$ cat src/rtl/apb_arbiter_master.sv
// Two-requester round-robin APB master: one SETUP/ACCESS transfer per grant.
// Optional ACCESS timeout is enabled with APB_TIMEOUT_EN.
module apb_arbiter_master #(
    parameter int ADDR_W         = 8,
    parameter int DATA_W         = 8,
    parameter int TIMEOUT_CYCLES = 16
) (
    input  logic              PCLK,
    input  logic              PRESETn,
    input  logic              req0_valid,
    input  logic              req0_write,
    input  logic [ADDR_W-1:0] req0_addr,
    input  logic [DATA_W-1:0] req0_wdata,
    output logic              req0_ready,
    output logic              req0_done,
    output logic [DATA_W-1:0] req0_rdata,
    output logic              req0_err,
    input  logic              req1_valid,
    input  logic              req1_write,
    input  logic [ADDR_W-1:0] req1_addr,
    input  logic [DATA_W-1:0] req1_wdata,
    output logic              req1_ready,
    output logic              req1_done,
    output logic [DATA_W-1:0] req1_rdata,
    output logic              req1_err,
    output logic              PSEL,
    output logic              PENABLE,
    output logic              PWRITE,
    output logic [ADDR_W-1:0] PADDR,
    output logic [DATA_W-1:0] PWDATA,
    input  logic [DATA_W-1:0] PRDATA,
    input  logic              PREADY
);
    // state    | meaning
    // S_IDLE   | bus idle, arbitrate and accept one request
    // S_SETUP  | PSEL=1, PENABLE=0 for exactly one cycle
    // S_ACCESS | PSEL=1, PENABLE=1 until PREADY (or timeout)
    typedef enum logic [1:0] {S_IDLE = 2'd0, S_SETUP = 2'd1, S_ACCESS = 2'd2} state_t;

    state_t            r_state;
    logic              r_last_grant;
    logic              r_gnt;
    logic              w_gnt0;
    logic              w_gnt1;
    logic              w_tmo;
    logic              w_end;
    logic [DATA_W-1:0] w_cap;

    // On a tie the port that did not win last time gets the bus.
    assign w_gnt0     = req0_valid & (~req1_valid | r_last_grant);
    assign w_gnt1     = req1_valid & (~req0_valid | ~r_last_grant);
    assign req0_ready = (r_state == S_IDLE) & w_gnt0;
    assign req1_ready = (r_state == S_IDLE) & w_gnt1;

`ifdef APB_TIMEOUT_EN
    localparam int TW = (TIMEOUT_CYCLES > 1) ? $clog2(TIMEOUT_CYCLES) : 1;
    logic [TW-1:0] r_tmo_cnt;
    assign w_tmo = (r_state == S_ACCESS) & ~PREADY & (r_tmo_cnt == '0);
`else
    logic w_unused_tmo;
    assign w_unused_tmo = (TIMEOUT_CYCLES > 0);
    assign w_tmo        = 1'b0;
    assign req0_err     = 1'b0;
    assign req1_err     = 1'b0;
`endif

    assign w_end = (r_state == S_ACCESS) & (PREADY | w_tmo);
    assign w_cap = (PREADY & ~PWRITE) ? PRDATA : '0;

    always_ff @(posedge PCLK or negedge PRESETn) begin
        if (!PRESETn) begin
            r_state      <= S_IDLE;
            r_last_grant <= 1'b1;
            r_gnt        <= 1'b0;
            PSEL         <= 1'b0;
            PENABLE      <= 1'b0;
            PWRITE       <= 1'b0;
            PADDR        <= '0;
            PWDATA       <= '0;
            req0_done    <= 1'b0;
            req1_done    <= 1'b0;
            req0_rdata   <= '0;
            req1_rdata   <= '0;
`ifdef APB_TIMEOUT_EN
            r_tmo_cnt    <= '0;
            req0_err     <= 1'b0;
            req1_err     <= 1'b0;
`endif
        end else begin
            req0_done <= 1'b0;
            req1_done <= 1'b0;
            case (r_state)
                S_IDLE: begin
                    if (w_gnt0 | w_gnt1) begin
                        PWRITE       <= w_gnt1 ? req1_write : req0_write;
                        PADDR        <= w_gnt1 ? req1_addr  : req0_addr;
                        PWDATA       <= w_gnt1 ? req1_wdata : req0_wdata;
                        r_gnt        <= w_gnt1;
                        r_last_grant <= w_gnt1;
                        PSEL         <= 1'b1;
                        r_state      <= S_SETUP;
                    end
                end
                S_SETUP: begin
                    PENABLE <= 1'b1;
                    r_state <= S_ACCESS;
`ifdef APB_TIMEOUT_EN
                    r_tmo_cnt <= TW'(TIMEOUT_CYCLES - 1);
`endif
                end
                S_ACCESS: begin
`ifdef APB_TIMEOUT_EN
                    if (!PREADY && r_tmo_cnt != '0)
                        r_tmo_cnt <= r_tmo_cnt - TW'(1);
`endif
                    if (w_end) begin
                        PSEL    <= 1'b0;
                        PENABLE <= 1'b0;
                        r_state <= S_IDLE;
                        if (r_gnt) begin
                            req1_done  <= 1'b1;
                            req1_rdata <= w_cap;
`ifdef APB_TIMEOUT_EN
                            req1_err   <= w_tmo;
`endif
                        end else begin
                            req0_done  <= 1'b1;
                            req0_rdata <= w_cap;
`ifdef APB_TIMEOUT_EN
                            req0_err   <= w_tmo;
`endif
                        end
                    end
                end
                default: r_state <= S_IDLE;
            endcase
        end
    end
endmodule
$ cat config.mk
export PLATFORM = sky130hd
export DESIGN_NAME = apb_arbiter_master
export DESIGN_NICKNAME = d
export VERILOG_FILES = /design/src/rtl/apb_arbiter_master.sv
export SDC_FILE = /design/constraint.sdc
export NUM_CORES = 1
export LEC_CHECK = 0
export CORE_MARGIN = 1
export CORE_UTILIZATION = 40
export DETAILED_ROUTE_END_ITERATION = 7
export PLACE_DENSITY = 0.91
export RECOVER_POWER = 25
export SLEW_MARGIN = 20
export SYNTH_ARGS = -nofsm -noshare
export SYNTH_HDL_FRONTEND = slang
export SYNTH_SLANG_ARGS = --single-unit
$ cat constraint.sdc
create_clock -name PCLK -period 4.5 [get_ports PCLK]
set_input_delay 0.45 -clock PCLK [delete_from_list [all_inputs] [get_ports PCLK]]
set_output_delay 0.45 -clock PCLK [all_outputs]
set_load 0.02 [all_outputs]
Yosys cells after proc, flatten, opt, wreduce, memory -nomap -nowiden
Cells that the tools add are included.
{ "op_classes": {"eq_ne": 4, "muxes": 17, "n_bitwise": 14, "n_reduce_logical": 9} }
{ "op_table": {"columns": ["op", "count"], "rows": [
  ["two-way mux 8 bit", 3],
  ["two-way mux 1 bit", 9],
  ["AND reduction 3 bit", 3],
  ["AND 1 bit", 6],
  ["one-hot mux 2 bit (3 select lines)", 1],
  ["AND reduction 2 bit", 3],
  ["inverter 1 bit", 5],
  ["two-way mux 2 bit", 2],
  ["one-hot mux 1 bit (2 select lines)", 2],
  ["nonzero test 2 bit", 2],
  ["bitwise OR 1 bit", 3],
  ["equality test 2 x 1 -> 1 bit, second input constant", 1],
  ["equality test 2 bit, second input constant", 1],
  ["zero test 2 bit", 1],
  ["!= test 2 x 1 -> 1 bit, second input constant", 1],
  ["!= test 2 bit, second input constant", 1]
]} }
{ "totals": {"reg_bits": 41, "inputBits": 47, "elab_cells": 56, "out_inout_bits": 41} }

Depth between registers and ports, before layout
{ "logic_depth": {"ltp_word": 6, "ltp_mapped": 6} }

Least setup slack after synthesis
No wires, ideal clock.
{ "synth_timing": {"path_kind": "input to output", "start": "input req1_valid", "end": "output req1_ready", "path_slack_ns": 2.622, "t_arrival_ns": 1.428, "required_time_ns": 4.050, "cell_stages": 4, "n_path_buf": 2, "path_cell_list": "a21bo_1 buf_6 buf_8 nor3_1"} }
{ "synth_between": {"elab_chain_cells": 2} }
{ "synth_rtl": {"columns": ["item", "line", "rtl"], "rows": [
  ["start: declaration", "18", "input logic req1_valid,"],
  ["AND 1 bit", "51", "assign w_gnt1 = req1_valid & (~req0_valid | ~r_last_grant);"],
  ["AND 1 bit", "53", "assign req1_ready = (r_state == S_IDLE) & w_gnt1;"],
  ["end: declaration", "22", "output logic req1_ready,"]
]} }
Every way passes these cells.

Worst setup path in the final report
Same ends and word-level chain as after synthesis.

==> flow_summary.toml <==
[power]
power_density_nw_per_um2 = 646
total_power_uw = 1810
p_leak_uw = 0.00122
ir_drop_mv = 0.252

[logic_synthesis]
yosysMostFrequentCell = "dfrtp_1"
yosys_warnings = 0
synth_compound_area_share_pct = 7.26
yosysTopAreaCell = "dfrtp_1"
ys_seq_elements = 41
synth_xor_area_share_pct = 0
netlist_top_cells_count = "dfrtp_1, nand2_1, mux2_2, o21ai_0, mux2_4"
synth.area.mux_share_pct = 23.4
synth_top_family_by_area = "multiplexers"
synth_fa_ha_area_share_pct = 0
ys_types = 24
synth-edff-count = 0
ys.flop_type = "dfrtp_1"
synth_top_area_share_pct = 54.8
syn_avg_cell_area_um2 = 12.1
synthCells = 151
synth_simple_gate_area_share_pct = 8.28
async_reset_ff_share_pct = 100
syn_area_um2 = 1830
ys_seq_area_share_pct = 56.2
synthTopCellsByArea = "dfrtp_1, mux2_2, mux2_4"

[grt]
gr-usage-all-layers_pct = 18.7
grt_pass1_vias = 1551
grt_max_degree = 42
gr-total-overflow = 0
grt_pass1_wl_mm = 7.09
grt_antenna_before_repair = 0

[setup_path]
startpoint = "req1_valid"
path_max_fanout = 18
regToRegEndpoint = "PADDR[0]"
startpoint_type = "primary input"
end_kind = "primary output"
r2r_start = "r_last_grant"
r2r_cells = 3
worstPathRequired_ns = 4.05
worstSetupPathType = "in2out"
crit_arrival_ns = 2.48
r2r_setup_slack_ns = 2.51
crit_end = "req1_ready"

[sta]
fin_hold_ws_ns = 0.487
finalMaxSlewViolations = 42
setup_violations = 0
fin_skew_ns = 0.00879
slew_headroom_pct = -42.7
tns_ns = 0
min_period_over_period_pct = 65.1
hold_viol = 0
grt_setup_unrepaired = "no"
fmaxAchievable_mhz = 341
worstMarginPinSlew_ns = 2.14
period_minus_slack_ns = 2.93

[floorplan]
fp.dieW_um = 69.6
initial_utilization_pct = 41.7
coreArea_um2 = 4380
die_h_um = 69.6
pin_count = 88
num_rows = 24
die-area_um2 = 4840

[cts]
clkLatencyLatePin_ns = 0.29
cts_sinks = 41
cts-htree-levels = 2
cts_tree = "yes"
root_buffer = "clkbuf_8"
cts_resized = 0
numCtsBuffers = 5
clk_pin_slew_ns = 0.08
post_cts_buffers = 0
cts_hold_buf = 0
clk_path_buf_depth = 2

[cells_and_area]
nets = 281
fillers = 370
diodes = 0
area_growth_pct = 52.9
drive_gt1_share_pct = 19.1

[outcome]
status = "finished with violations"
violations = "capacitance limit, slew limit"

[hold_path]
min_path_type = "reg2reg"

[route]
drtIter0Drc = 86
wl_per_cell_um = 13.9
viasPerCell = 4.84
vias = 1390
first_pass_iters = 4
drc_errors = 0
final_antenna_net_count = 0
drt_wl_total_mm = 3.99

[placement]
post-dp-hpwl_mm = 3.06
gp_congestion = 0.751
io_buffers = 85

[job]
maxCapViolCount = 1
## state kept, by name, summed over array words and instances, names as in the netlist
signal,count
req1_rdata,8
PSEL,1
r_last_grant,1
req0_rdata,8
PWRITE,1
r_gnt,1
PWDATA,8
PADDR,8
r_state,2
PENABLE,1
req0_done,1
req1_done,1
## cells in the final DEF (no fill, tap or decap), types with 2 or more instances in the layout
| cell type | instances |
|---|---|
| clkbuf_8 | 6 |
| mux2_2 | 26 |
| mux2_4 | 9 |
| clkdlybuf4s50_1 | 84 |
| dfrtp_1 | 40 |
| conb_1 | 2 |
| o21ai_0 | 16 |
| nand2_1 | 28 |
| nor2_1 | 2 |
| a21oi_1 | 4 |
| inv_1 | 5 |
## through the flow
stage	area, um^2	instances	setup slack (ns)	utilization (%)
3_3_place_gp	2680	279	1.59	61.0
3_5_place_dp	2680	279	1.56	61.0
5_1_grt	2800	287	1.40	63.8
2_1_floorplan	1830	152	2.62	-
6_report	2800	287	1.57	63.8
4_1_cts	2800	287	1.55	63.8
## cells by family after synthesis
logic type	after synthesis
AOI/OAI and AO/OA	24
and+or+nand+nor	35
buffers and inverters	15
muxes	35
other	1
DFF	41
## layer usage
layer	vias to the layer above	GRT usage [%]	part of all wire, %
li1	676	-	-
met1	665	20.7	40
met2	44	33.5	54
met3	5	4.22	4.5
met4	0	9.07	1.6
met5	-	0	0
## critical path: stages
cell and delay [ns]:
clkdlybuf4s50_1 0.54, a21bo_1 0.52, nor3_1 0.32, clkdlybuf4s50_1 0.65
## cell type report
type,instances,area (um^2),area share (%)
Sequential cell,41,1030,36.8
Timing Repair Buffer,85,845,30.2
Multi-Input combinational cell,96,719,25.7
Clock buffer,6,82.6,2.95
Tap cell,52,65.1,2.33
Clock inverter,2,37.5,1.34
Inverter,5,18.8,0.671
## report_power, final
part / switching, uW / internal (uW)
Sequential: 100 / 534
Combinational: 411 / 455
Clock: 125 / 180
## worst min-delay path by stage
stage | startpoint | end | depth (start not counted)
finish | req0_rdata[5] | req0_rdata[5] | 2
global route | req0_rdata[7] | req0_rdata[7] | 2
CTS | PRESETn | req0_rdata[6] | 1
detailed placement | req1_rdata[6] | req1_rdata[6] | 2
global placement | PSEL | PSEL | 2
floorplan | PRESETn | PADDR[0] | 0
No activity file was read; power rests on OpenSTA's default activity.
==> edit: new RTL, config.mk and constraints unchanged <==
Re-encode `state_t` (3 states) as one-hot, 3 bits wide.
--- a/src/rtl/apb_arbiter_master.sv
+++ b/src/rtl/apb_arbiter_master.sv
@@ -36,5 +36,5 @@
     // S_SETUP  | PSEL=1, PENABLE=0 for exactly one cycle
     // S_ACCESS | PSEL=1, PENABLE=1 until PREADY (or timeout)
-    typedef enum logic [1:0] {S_IDLE = 2'd0, S_SETUP = 2'd1, S_ACCESS = 2'd2} state_t;
+    typedef enum logic [2:0] {S_IDLE = 3'b001, S_SETUP = 3'b010, S_ACCESS = 3'b100} state_t;
 
     state_t            r_state;
Behaviour: same outputs for any inputs over 10 cycles, from zero or initial values and one cycle with PRESETn low; not proved beyond that.
==> edit against the original RTL <==
The flow finishes with violations (DRC, capacitance limit, slew limit). Total power shrank 3.5%. Count of clock-buffer cells in the layout grew 1. Synthesized area increased by 5.1%. Wire length up 10%. Fmax is 2.2% higher. Sequential share of layout area is 0.51 points higher. Worst setup slack improved by 64 ps. Cell count decreased by 3.1%. Utilization down 0.56 points. Sequential cell count grew 1. Cell area is 1.2% higher. First-iteration DRC count is 40% lower. Clock power fell by 20%. Non-clock buffer count did not move. Critical path type unchanged.
==> edit: results (changes against the original RTL) <==
By count the netlist is led by dfrtp_1 (40), o221a_2 (17), mux2_2 (15). TritonCTS built the clock tree. The sequential-to-total area share from yosys stat is 54.9% (-1.3 points). CTS placed an instance of clkbuf_8 at the clock tree root.

The slowest stage of the critical path is the clkdlybuf4s50_1 cell. The standard cell area after detailed placement is 2740 sq um (+2.3%). The mean instance size in the synthesized netlist came out at 13.4 sq um (+11%).

The number of I/O port buffers is 85 (unchanged). The half-perimeter wire length of the detailed placement result came out at 3170 um (+3.7%). By area the synthesized netlist is led by dfrtp_1 (52%), o221a_2 (10%), mux2_2 (8.8%). The number of unique standard cell types used by synthesis came out at 33 (+38%). The static leakage power is 1.16 nW (-4.3%). The clock insertion delay at the later pin of the skew report came out at 290 ps (about the same). The wire length of the first global-routing pass is 7290 um (+2.7%). The number of diodes added for antenna fixing came out at 0 (unchanged). The number of pins exceeding their max-slew limit in the final report is 43 (+2.4%). The worst setup timing slack at the placement stage came out at 1670 ps (+105 ps). The worst slew margin relative to its limit is -46.3% (-3.6 points). The largest driver fanout on the critical path was 19 (+1).

The max-cap violation count is 1 (unchanged). The arrival time reported for the critical path endpoint is 2420 ps (-60 ps). The met2 capacity usage during global routing was 32.8% (-0.74 points). The final reports fail on DRC, capacitance limit, slew limit. The via count of the routed design came to 1,446 (+4.0%). The iteration-0 DRC count of the detailed router came to 52 (-40%).

The total placed cells including tap cells is 270 (-3.2%). The remaining design rule violation count came out at 7 (+7). The number of clock buffers inserted by TritonCTS came out at 5 (unchanged).

The maximum number of buffers from clock root to sink came out at 2 (unchanged). The area added between synthesis and finish came out at 47.2%. The number of warnings printed during yosys synthesis came out at 0 (unchanged). The global routing usage on met3 is 5.91% (+1.7 points). Clock-pin slew was measured on the worst setup and hold paths at 70 ps. The number of global-route vias before repair is 1,524 (-1.7%). The proportion of layout cells with a drive suffix above 1 came out at 23.9% (+4.7 points).

The maximum ir drop on the vdd rail came out at 0.000332 V (+32%). The post-CTS setup buffer count came out at 0 (unchanged). The met1 demand-to-capacity share in global routing came to 23.1% (+2.4 points). The largest net degree at the start of global routing is 43 (+2.4%).

The number of detailed-route iterations in the first pass came out at 8 (+4). The routed wire length per instance came out at 15.8 um (+14%). The run finished, with violations left. The final cell count without fillers is 278 (-3.1%).

The overall fraction of global-route tracks in use came out at 19.0% (+0.25 points). The number of filler cells placed in the layout is 379 (+2.4%). The path class of the tightest hold or removal check is reg2reg. The maximum level of the CTS H-tree was 2 (unchanged).

The count of endpoints failing hold in the final timing report came out at 0 (unchanged). The count of flip-flops with a built-in enable after synthesis came out at 0 (unchanged). The largest stage delay on the critical path is 630 ps (-20 ps).

The final setup skew was 6.66 ps (-2.13 ps). The number of antenna violations at the first check in global routing is 0 (unchanged). The placer congestion estimate is 0.743 (-1.2%).
## edit: cell types whose count changed after synthesis, sizes merged, moves of 2 or more
cell    change
nand2      -28
mux2       -19
o21ai      -16
clkbuf      -2
o221a      +17
and2        +9
or3        +17
inv         -2
nor3b       +3
buf         +3
nor2        +6
## edit: per-stage QoR
stage          hold WS [ps]  total power, W
2_1_floorplan           154         0.00117
3_3_place_gp            476         0.00148
3_5_place_dp            483         0.00151
4_1_cts                 318         0.00176
5_1_grt                 520         0.00185
6_report                492         0.00174
## edit: cell type report
type	count	share of cell area, %
Sequential cell	42	37.3
Timing Repair Buffer	85	29.9
Multi-Input combinational cell	88	26.9
Clock buffer	7	3.05
Tap cell	52	2.30
Inverter	3	0.398
Clock inverter	1	0.177
## edit: logic make-up after synthesis
| kind of cell | Yosys count | share of synthesized area (%) |
|---|---|---|
| compound gates | 24 | 12.2 |
| simple gates | 45 | 17.2 |
| other cells | 1 | 0.195 |
| mux | 17 | 9.90 |
| buf+inv | 14 | 5.67 |
| flops | 42 | 54.9 |
## edit: metal layers
layer  vias to the layer above  wire, um  share of wire (%)
li1                        687         -                  -
met1                       696      1860                 42
met2                        57      2180                 49
met3                         6       322                7.3
met4                         0        42               0.95
met5                         -         0                  0
## edit: worst max-delay path, delay by kind of cell
| kind | cells | cell delay, ps |
|---|---|---|
| buffers and inverters | 2 | 1160 |
| and+or+nand+nor | 2 | 810 |
## edit: final timing paths
path,from,to,slack [ps],cells after the start
max in group asynchronous,PRESETn,PSEL,2440,1
worst max register to register,r_state[2],PWDATA[6],2360,3
worst min register to register,PSEL,PSEL,490,1
min in group asynchronous,PRESETn,PWDATA[0],800,1
worst max-delay path,req1_valid,req1_ready,1630,4
worst min-delay path,PSEL,PSEL,490,1
## edit: power by group
| group | total [W] | switching (W) | internal (W) |
|---|---|---|---|
| logic | 0.000853 | 0.000393 | 0.000460 |
| clock network | 0.000244 | 0.000120 | 0.000124 |
| registers | 0.000645 | 0.000111 | 0.000534 |
